==> src/rtl/regfile_pkg.sv <==
// Shared definitions for the multi-port register file: default sizes,
// address-width computation and the flat-bus port slicing helper.
package regfile_pkg;

   localparam int XLEN_DEF  = 32;
   localparam int NREGS_DEF = 32;

   // Address width for a register file of n entries (never below 1 bit).
   function automatic int calc_aw(input int n);
      return (n < 2) ? 1 : $clog2(n);
   endfunction

   // Low bit index of port p on a flat bus whose ports are width bits wide.
   function automatic int slice_lo(input int p, input int width);
      return p * width;
   endfunction

endpackage

==> src/rtl/regfile_scoreboard.sv <==
// Pending-write scoreboard: one busy bit per register plus a registered
// count of busy registers. Alloc sets, write-back clears, alloc wins a tie.
module regfile_scoreboard
   import regfile_pkg::*;
#(
   parameter int NREGS    = NREGS_DEF,
   parameter int NWR      = 1,
   parameter bit ZERO_REG = 1'b1,
   localparam int AW      = calc_aw(NREGS)
) (
   input  logic              clk,
   input  logic              rst,
   input  logic              alloc_en,
   input  logic [AW-1:0]     alloc_addr,
   input  logic [NWR-1:0]    wr_en,
   input  logic [NWR*AW-1:0] wr_addr,
   output logic [NREGS-1:0]  busy,
   output logic [AW:0]       pend_cnt
);

   logic [NREGS-1:0] busy_q, busy_d;
   logic [NREGS-1:0] set_mask, clr_mask;
   logic [AW:0]      pend_cnt_q, pend_cnt_d;
   logic [AW:0]      n_clr;
   logic             inc;

   // Decode alloc and write-back strobes into per-register set/clear masks.
   always_comb begin
      set_mask = '0;
      clr_mask = '0;
      if (alloc_en) set_mask[alloc_addr] = 1'b1;
      for (int w = 0; w < NWR; w++) begin
         if (wr_en[w]) clr_mask[wr_addr[slice_lo(w, AW) +: AW]] = 1'b1;
      end
      if (ZERO_REG) begin
         set_mask[0] = 1'b0;
         clr_mask[0] = 1'b0;
      end
   end

   // Next busy vector and incremental count; duplicate clears collapse in the
   // mask, and a bit re-set by alloc this edge is not counted as cleared.
   always_comb begin
      n_clr = '0;
      for (int r = 0; r < NREGS; r++) begin
         if (clr_mask[r] && busy_q[r] && !set_mask[r]) n_clr = n_clr + (AW+1)'(1);
      end
      inc        = |(set_mask & ~busy_q);
      busy_d     = (busy_q & ~clr_mask) | set_mask;
      pend_cnt_d = pend_cnt_q + (AW+1)'(inc) - n_clr;
   end

   // Busy bits and count, cleared asynchronously.
   always_ff @(posedge clk or posedge rst) begin
      if (rst) begin
         busy_q     <= '0;
         pend_cnt_q <= '0;
      end else begin
         busy_q     <= busy_d;
         pend_cnt_q <= pend_cnt_d;
      end
   end

   assign busy     = busy_q;
   assign pend_cnt = pend_cnt_q;

endmodule

==> src/rtl/regfile_mp.sv <==
// Multi-port integer register file: data array, write-port arbitration,
// combinational read ports with optional write-to-read bypass, and the
// pending-write scoreboard feeding the hazard unit.
module regfile_mp
   import regfile_pkg::*;
#(
   parameter int XLEN     = XLEN_DEF,
   parameter int NREGS    = NREGS_DEF,
   parameter int NRD      = 2,
   parameter int NWR      = 1,
   parameter bit BYPASS   = 1'b1,
   parameter bit ZERO_REG = 1'b1,
   localparam int AW      = calc_aw(NREGS)
) (
   input  logic                clk,
   input  logic                rst,
   input  logic [NRD*AW-1:0]   rd_addr,
   output logic [NRD*XLEN-1:0] rd_data,
   output logic [NRD-1:0]      rd_busy,
   input  logic [NWR-1:0]      wr_en,
   input  logic [NWR*AW-1:0]   wr_addr,
   input  logic [NWR*XLEN-1:0] wr_data,
   input  logic                alloc_en,
   input  logic [AW-1:0]       alloc_addr,
   output logic [AW:0]         pend_cnt
);

   logic [XLEN-1:0]  data_q [NREGS];
   logic [XLEN-1:0]  data_d [NREGS];
   logic [NREGS-1:0] busy;
   logic [AW-1:0]    ra  [NRD];
   logic [XLEN-1:0]  fwd [NRD];
   logic [NRD-1:0]   hit;

   regfile_scoreboard #(
      .NREGS    (NREGS),
      .NWR      (NWR),
      .ZERO_REG (ZERO_REG)
   ) u_sb (
      .clk        (clk),
      .rst        (rst),
      .alloc_en   (alloc_en),
      .alloc_addr (alloc_addr),
      .wr_en      (wr_en),
      .wr_addr    (wr_addr),
      .busy       (busy),
      .pend_cnt   (pend_cnt)
   );

   // Array next state; ports applied in ascending order so the highest index wins.
   always_comb begin
      for (int r = 0; r < NREGS; r++) data_d[r] = data_q[r];
      for (int w = 0; w < NWR; w++) begin
         if (wr_en[w] && (!ZERO_REG || wr_addr[slice_lo(w, AW) +: AW] != '0))
            data_d[wr_addr[slice_lo(w, AW) +: AW]] = wr_data[slice_lo(w, XLEN) +: XLEN];
      end
   end

   // Data array, cleared asynchronously.
   always_ff @(posedge clk or posedge rst) begin
      if (rst) begin
         for (int r = 0; r < NREGS; r++) data_q[r] <= '0;
      end else begin
         for (int r = 0; r < NREGS; r++) data_q[r] <= data_d[r];
      end
   end

   // Read ports: zero register and reset force 0, else bypass or array data;
   // a forwarded write also hides the busy bit it is about to clear.
   always_comb begin
      rd_data = '0;
      rd_busy = '0;
      for (int p = 0; p < NRD; p++) begin
         ra[p]  = rd_addr[slice_lo(p, AW) +: AW];
         hit[p] = 1'b0;
         fwd[p] = data_q[ra[p]];
         if (BYPASS) begin
            for (int w = 0; w < NWR; w++) begin
               if (wr_en[w] && wr_addr[slice_lo(w, AW) +: AW] == ra[p]) begin
                  hit[p] = 1'b1;
                  fwd[p] = wr_data[slice_lo(w, XLEN) +: XLEN];
               end
            end
         end
         if (rst || (ZERO_REG && ra[p] == '0)) begin
            rd_data[slice_lo(p, XLEN) +: XLEN] = '0;
            rd_busy[p]                         = 1'b0;
         end else begin
            rd_data[slice_lo(p, XLEN) +: XLEN] = fwd[p];
            rd_busy[p]                         = busy[ra[p]] & ~hit[p];
         end
      end
   end

endmodule
==> config.mk <==
export PLATFORM = sky130hd
export DESIGN_NAME = regfile_mp
export DESIGN_NICKNAME = d
export VERILOG_FILES = /design/src/rtl/regfile_pkg.sv /design/src/rtl/regfile_scoreboard.sv /design/src/rtl/regfile_mp.sv
export SDC_FILE = /design/constraint.sdc
export NUM_CORES = 2
export LEC_CHECK = 0
export CAP_MARGIN = 20
export CELL_PAD_IN_SITES_DETAIL_PLACEMENT = 1
export CELL_PAD_IN_SITES_GLOBAL_PLACEMENT = 1
export CORE_AREA = 2 2 361 327
export DETAILED_ROUTE_END_ITERATION = 8
export DIE_AREA = 0 0 363 329
export DONT_BUFFER_PORTS = 1
export PLACE_DENSITY_LB_ADDON = 0.25
export SYNTH_ARGS = -nofsm -noshare
export SYNTH_HDL_FRONTEND = slang
export SYNTH_SLANG_ARGS = --single-unit
export TNS_END_PERCENT = 100
==> constraint.sdc <==
create_clock -name clk -period 44.5 [get_ports clk]
set_input_delay 4.45 -clock clk [delete_from_list [all_inputs] [get_ports clk]]
set_output_delay 4.45 -clock clk [all_outputs]
set_load 0.03 [all_outputs]
==> Yosys cells after proc, flatten, opt, wreduce, memory -nomap -nowiden <==
Index checks and enable logic that the tools add are counted.
{ "totals": {"regBits": 1062, "in_bits": 56, "output_inout_bits": 72} }
{ "op_classes": {"n_addsub": 32, "magnitude_cmp": 10, "eq_ne": 2, "mux": 58, "bitwise_logic": 12, "n_reduce_logical": 105} }
{ "op_table": {"columns": ["operator", "count"], "rows": [
  ["bitwise mux 1024 bit", 1],
  ["2-to-1 mux 32 bit", 11],
  ["binary-select mux 32 bit (select 5 bit)", 2],
  ["adder 6 x 1 -> 6 bit, second input constant", 30],
  ["2-to-1 mux 6 bit", 30],
  ["demux 32 bit (select 5 bit)", 1],
  ["logical AND 1 bit", 68],
  ["bitwise AND 32 bit", 2],
  ["NOT 32 bit", 2],
  ["OR 32 bit", 1],
  ["OR reduction 32 bit", 1],
  ["zero test 1 bit", 31],
  ["< comparator 5 x 6 -> 1 bit, second input constant", 4],
  ["greater-or-equal comparator 6 bit, second input constant", 3],
  ["NOT 5 -> 6 bit", 3],
  ["binary-select mux 1 bit (select 5 bit)", 2],
  ["demux 1 bit (select 5 bit)", 2],
  ["== test 5 bit", 2],
  ["greater-or-equal comparator 5 x 1 -> 1 bit, second input constant", 2],
  ["zero test 5 bit", 2],
  ["2-to-1 mux 1 bit", 9],
  ["adder 6 x 1 -> 6 bit", 1],
  ["< comparator 6 x 1 -> 1 bit, second input constant", 1],
  ["subtractor 6 bit", 1],
  ["other kinds (4)", 7]
]} }

==> Logic depth before layout (Yosys ltp) <==
{ "depth": {"word_depth": 69, "mapped_depth": 102, "mapped_depth_nobuf": 99} }

==> By module <==
Synthesis repeated with hierarchy kept, for this count alone.
{ "unflattened": {"hier_cells": 4185, "area_unflattened_um2": 59963.8} }
{ "by_module_without_submodules": {"columns": ["module", "instances", "cells_each", "area_per_inst_um2", "seq_area_each_um2"], "rows": [
  ["regfile_mp", 1, 3576, 55094.1, 25624.6],
  ["regfile_scoreboard", 1, 609, 4869.7, 925.9]
]} }

==> Worst setup path after synthesis <==
No wires, ideal clock.
{ "synth_timing": {"kind": "input to output", "from": "in rst", "to": "out rd_data[31]", "arrival_ns": 32.385, "t_required_ns": 40.050, "path_slack_ns": 7.665, "stages": 3, "n_path_buf": 0, "cell_sequence": "inv_1 > o41ai_1 > a21oi_1"} }
{ "synth_via": {"elab_chain_len": 2} }
{ "synth_rtl": {"columns": ["item", "line_no", "source"], "rows": [
  ["start: declaration", "regfile_mp.sv:16", "input logic rst,"],
  ["logical OR 1 bit", "regfile_mp.sv:85", "if (rst || (ZERO_REG && ra[p] == '0)) begin"],
  ["2-to-1 mux 32 bit", "regfile_mp.sv:85", null],
  ["end: declaration", "regfile_mp.sv:18", "output logic [NRD*XLEN-1:0] rd_data,"]
]} }
Every way passes these cells.

==> Worst setup path in the final report <==
{ "layout_timing": {"from": "in wr_addr[0]", "to": "reg u_sb.pend_cnt_q[5], in the netlist u_sb.pend_cnt[5]"} }
{ "layout_via": {"elab_chain_len": 69} }
{ "layout_rtl": {"columns": ["item", "line_no", "source"], "rows": [
  ["start: declaration", "regfile_mp.sv:21", "input logic [NWR*AW-1:0] wr_addr,"],
  ["< comparator 5 x 6 -> 1 bit (implied by the code) or greater-or-equal comparator 5 x 1 -> 1 bit (tied branches)", "regfile_scoreboard.sv:33", "if (wr_en[w]) clr_mask[wr_addr[slice_lo(w, AW) +: AW]] = 1'b1;"],
  ["logical AND 1 bit (implied by the code)", "regfile_scoreboard.sv:33", null],
  ["2-to-1 mux 1 bit (implied by the code)", "regfile_scoreboard.sv:33", null],
  ["demux 1 bit (select 5 bit) *", null, null],
  ["2-to-1 mux 32 bit *", "regfile_scoreboard.sv:33", null],
  ["logical AND 1 bit (2 in a row)", "regfile_scoreboard.sv:46", "if (clr_mask[r] && busy_q[r] && !set_mask[r]) n_clr = n_clr + (AW+1)'(1);"],
  ["2-to-1 mux 1 bit", "regfile_scoreboard.sv:46", null],
  ["adder 6 x 1 -> 6 bit", "regfile_scoreboard.sv:46", null],
  ["[... 53 more ...]", null, null],
  ["adder 6 x 1 -> 6 bit", "regfile_scoreboard.sv:46", null],
  ["2-to-1 mux 6 bit", "regfile_scoreboard.sv:46", null],
  ["adder 6 x 1 -> 6 bit", "regfile_scoreboard.sv:46", null],
  ["2-to-1 mux 6 bit", "regfile_scoreboard.sv:46", null],
  ["adder 6 x 1 -> 6 bit", "regfile_scoreboard.sv:46", null],
  ["2-to-1 mux 6 bit *", "regfile_scoreboard.sv:46", null],
  ["subtractor 6 bit *", "regfile_scoreboard.sv:50", "pend_cnt_d = pend_cnt_q + (AW+1)'(inc) - n_clr;"],
  ["via u_sb.pend_cnt_d[5]", "regfile_scoreboard.sv:23", "logic [AW:0] pend_cnt_q, pend_cnt_d;"],
  ["end signal: assignment", "regfile_scoreboard.sv:60", "pend_cnt_q <= pend_cnt_d;"],
  ["end: declaration", "regfile_scoreboard.sv:23", null]
]} }
The timed path passes the listed nets; every way through them passes the cells marked *.
A chain may end at the register's enable or synchronous reset.

==> key figures <==
Outcome
  • Status: complete, but fails checks
  • Failing checks: max-slew violations

Global route
  • Gr ovfl total: 0
  • Vias in the first global route: ~49000
  • Initial antenna violation count: 6
  • Global-route wire length before repair: 329 mm
  • GRT Total Usage: 37.2%
  • Largest net degree at the start of global routing: 400

Synth
  • Synth warn: 0
  • Synth area leaders: dfrtp_1 (44%), mux2_2 (17%), mux4_2 (9.9%)
  • Syn Inst Count: 5347
  • Mapped cell area: 61000 sq um
  • Post-synth EDFFs: 0
  • Synth cell types: 83
  • Sequential area share after synthesis: 43.5%
  • Synth top area share: 43.5%
  • Post-synthesis average cell area: about 11 sq um
  • Async S/R FF share, synth: 100%
  • #FFs+latches synth: around 1100
  • Largest area contributor in the netlist: dfrtp_1
  • Ys flop type: dfrtp_1

Floorplanning
  • Die footprint: roughly 120000 sq um
  • Rows: 119
  • Core footprint: roughly 120000 sq um
  • Die H: 329 um
  • Starting Density: 52.6%
  • IO Count: 128
  • Die X: 363 um

Route
  • Vias per inst: 6.99
  • Detailed Routing Iterations Pass 1: 5
  • # DRC: 0
  • ANT nets after route: 0
  • Wire per inst: 33.6 um
  • Initial DRC Count: 4696
  • Detailed Route WL: 222 mm
  • Vias post-DR: 46300

STA
  • Final Cycle Share: 55.2%
  • Worst-margin pin slew: 2.50 ns
  • Unrepaired setup endpoints after global routing: no
  • # setup viols final: 0
  • Worst Skew: approximately 0.037 ns
  • Final critical-path required period: 24.54 ns
  • Fmax: slightly above 0.04 GHz
  • Worst slew margin: -66.7%
  • Final Max Tran Viols: 219
  • Hold Vio Cnt, Final: 0
  • Setup TNS: 0 ns
  • Worst Slack Setup Final: 19.96 ns
  • Tightest hold margin: 0.402 ns

Power and ir drop
  • Power per cell area: 44.1 nW/um^2
  • Pleak: roughly 29 nW
  • Power Total: 2.91 mW
  • Max IR drop VDD: between 0.03 and 0.04 mV

Flow run
  • Max-cap viol count: 0

Setup path
  • R2r startpoint: u_sb.busy[1]$_DFF_PP0_
  • Reg2reg end: u_sb.pend_cnt[5]$_DFF_PP0_
  • Slowest CP cell: or4b_2
  • CP max stage delay: 0.75 ns
  • FF-to-FF setup slack: 24.68 ns
  • CP delay by family, top: compound AO/OA/AOI/OAI gates
  • Crit path top cell by count: ha_1
  • Worst EP required: roughly 45 ns
  • Worst r2r path cells: 97
  • CP arrival: 25.23 ns
  • Worst setup SP type: primary input
  • Max FO, Critical Path: 33
  • Crit Path Class: in2reg
  • Critical Path Sink Type: flop
  • CP bufs+invs: 2

Placement
  • HPWL after detailed placement: 115 mm
  • Placed insts: ~6400
  • GPL Wtd Cong: 0.924
  • Buffers added on ports: 0
  • Place WS: 19.43 ns

Cells and area
  • Layout Nets: 5110
  • Post-route insts no fill: 6619
  • Area growth syn-to-layout: 7.98%
  • Share of layout cells above drive strength 1: 30.3%

CTS
  • Clk_lat worst skew: 0.77 ns
  • CTS root buffer: clkbuf_16
  • CTS Hold Buffers Added: 0
  • CTS resizes: 0
  • Clock buffer depth: 3
  • Clk sinks: around 1100
  • Reg clk slew, reported paths: 0.06 ns
  • CTS tree: done
  • Post-CTS Setup Inserts: 0
  • Cts bufs inserted: 116
  • CTS H-tree lvls: 3

Hold path
  • HP Class: reg2reg
  • Hold depth: 0
  • HP Start: data_q[1001]$_DFFE_PP0P_
  • Min-Delay Endpoint: data_q[1001]$_DFFE_PP0P_
[worst register-to-register path: cells and delay by family (launching register included)]
kind	cells	cell delay [ns]
AO/OA/AOI/OAI	41	7.38
XOR/XNOR	10	2.21
adder cells (fa/ha/maj)	17	4.74
buffers and inverters	2	0.22
flip-flops	1	0.42
multiplexers	3	0.56
AND/OR/NAND/NOR	24	4.26
[metal layers]
layer	vias to the layer above	part of all wire [%]	GRT usage [%]
met5	-	0.0068	0
met4	2	5.5	17.8
met3	620	8.2	7.86
met2	1986	45	57.4
met1	24600	41	50.5
li1	19100	-	-
[registers in the layout (all words and copies together) (netlist names)]
signal         flops
data_q          1024
u_sb.busy         31
u_sb.pend_cnt      6
[worst max-delay path by stage]
stage	from	to	depth (start not counted)
finish	wr_addr[0]	u_sb.pend_cnt[5]$_DFF_PP0_	98
global route	wr_addr[0]	u_sb.pend_cnt[5]$_DFF_PP0_	98
CTS	wr_addr[0]	u_sb.pend_cnt[5]$_DFF_PP0_	98
detailed placement	wr_addr[0]	u_sb.pend_cnt[5]$_DFF_PP0_	98
global placement	wr_addr[0]	u_sb.pend_cnt[5]$_DFF_PP0_	98
floorplan	rst	rd_data[31]	3
[where the power goes]
group,internal [mW],leakage (nW),switching (mW)
sequential,1.15,13.6,0.159
clock,0.603,2.01,0.428
combinational,0.317,13.8,0.249
total,2.07,29.4,0.836
[final cells by class]
class	instances	area, sq um
fill	11700	50200
multi-input combinational	3729	32600
sequential	1061	26600
clock buffer	160	3370
tap	1512	1890
clock inverter	53	663
timing repair buffer	71	616
inverter	32	129
antenna	1	2.50
[layout by cell type (no fill, tap or decap), types with 6 or more instances in the layout]
| master | instances |
|---|---|
| a21oi_1 | 221 |
| a221oi_1 | 135 |
| a22oi_1 | 131 |
| a31oi_1 | 7 |
| and3_1 | 9 |
| buf_4 | 65 |
| bufinv_16 | 13 |
| clkbuf_1 | 14 |
| clkbuf_16 | 116 |
| clkbuf_8 | 30 |
| clkinv_2 | 28 |
| dfrtp_1 | 1061 |
| ha_1 | 42 |
| inv_1 | 30 |
| mux2_2 | 933 |
| mux2i_1 | 401 |
| mux4_2 | 269 |
| nand2_1 | 754 |
| nand2_2 | 8 |
| nand2_4 | 10 |
| nand3_1 | 50 |
| nand4_1 | 7 |
| nor2_1 | 118 |
| nor2_4 | 20 |
| nor2b_1 | 6 |
| nor3_1 | 21 |
| o2111a_1 | 6 |
| o2111ai_1 | 6 |
| o211ai_1 | 99 |
| o21ai_0 | 263 |
| o21ai_1 | 11 |
| o221ai_1 | 7 |
| o22ai_1 | 16 |
| or2_2 | 7 |
| xnor2_1 | 21 |
| xor2_1 | 24 |
[through the flow]
stage | util [%] | area (sq um)
3_3_place_gp | 53.2 | 61800
3_5_place_dp | 53.2 | 61800
6_report | 56.8 | 65800
2_1_floorplan | - | 61000
5_1_grt | 56.8 | 65800
4_1_cts | 56.7 | 65800
[cells by family (layout without fill, tap and decap cells)]
| logic type | count (synthesis) | after routing | synth area share (%) |
|---|---|---|---|
| multiplexers | 1603 | 1603 | 33.8 |
| AND/OR/NAND/NOR | 1078 | 1078 | 7.41 |
| flip-flops | 1061 | 1061 | 43.5 |
| AO/OA/AOI/OAI | 953 | 953 | 10.1 |
| buffers and inverters | 558 | 316 | 3.45 |
| XOR/XNOR | 50 | 50 | 0.846 |
| adder cells (fa/ha/maj) | 43 | 43 | 0.895 |
| other | 1 | 3 | 0.00615 |
[cell usage after synthesis, types with 5 or more instances]
library cell and number:
a22oi_1 131, o221ai_1 7, o21ai_1 11, mux4_2 269
and3_1 11, o21ai_0 263, nor2_1 138, a21o_1 5
nor4_1 5, a31oi_1 7, nor2b_1 8, nand4bb_1 5
and2_1 6, dfrtp_1 1061, nand2b_1 6, nand2_1 771
o32ai_1 5, mux2i_1 401, ha_1 42, a21oi_1 221
inv_1 32, nand4b_1 5, nor3_1 21, clkbuf_1 433
o2111ai_1 6, nand3_1 52, a221oi_1 135, o22ai_1 16
or2_2 7, or3_1 5, o2111a_1 6, o211ai_1 99
xor2_1 24, nand4_1 7, a211oi_1 5, buf_1 89
mux2_2 933, xnor2_1 21
(Power assumes the default switching activity.)
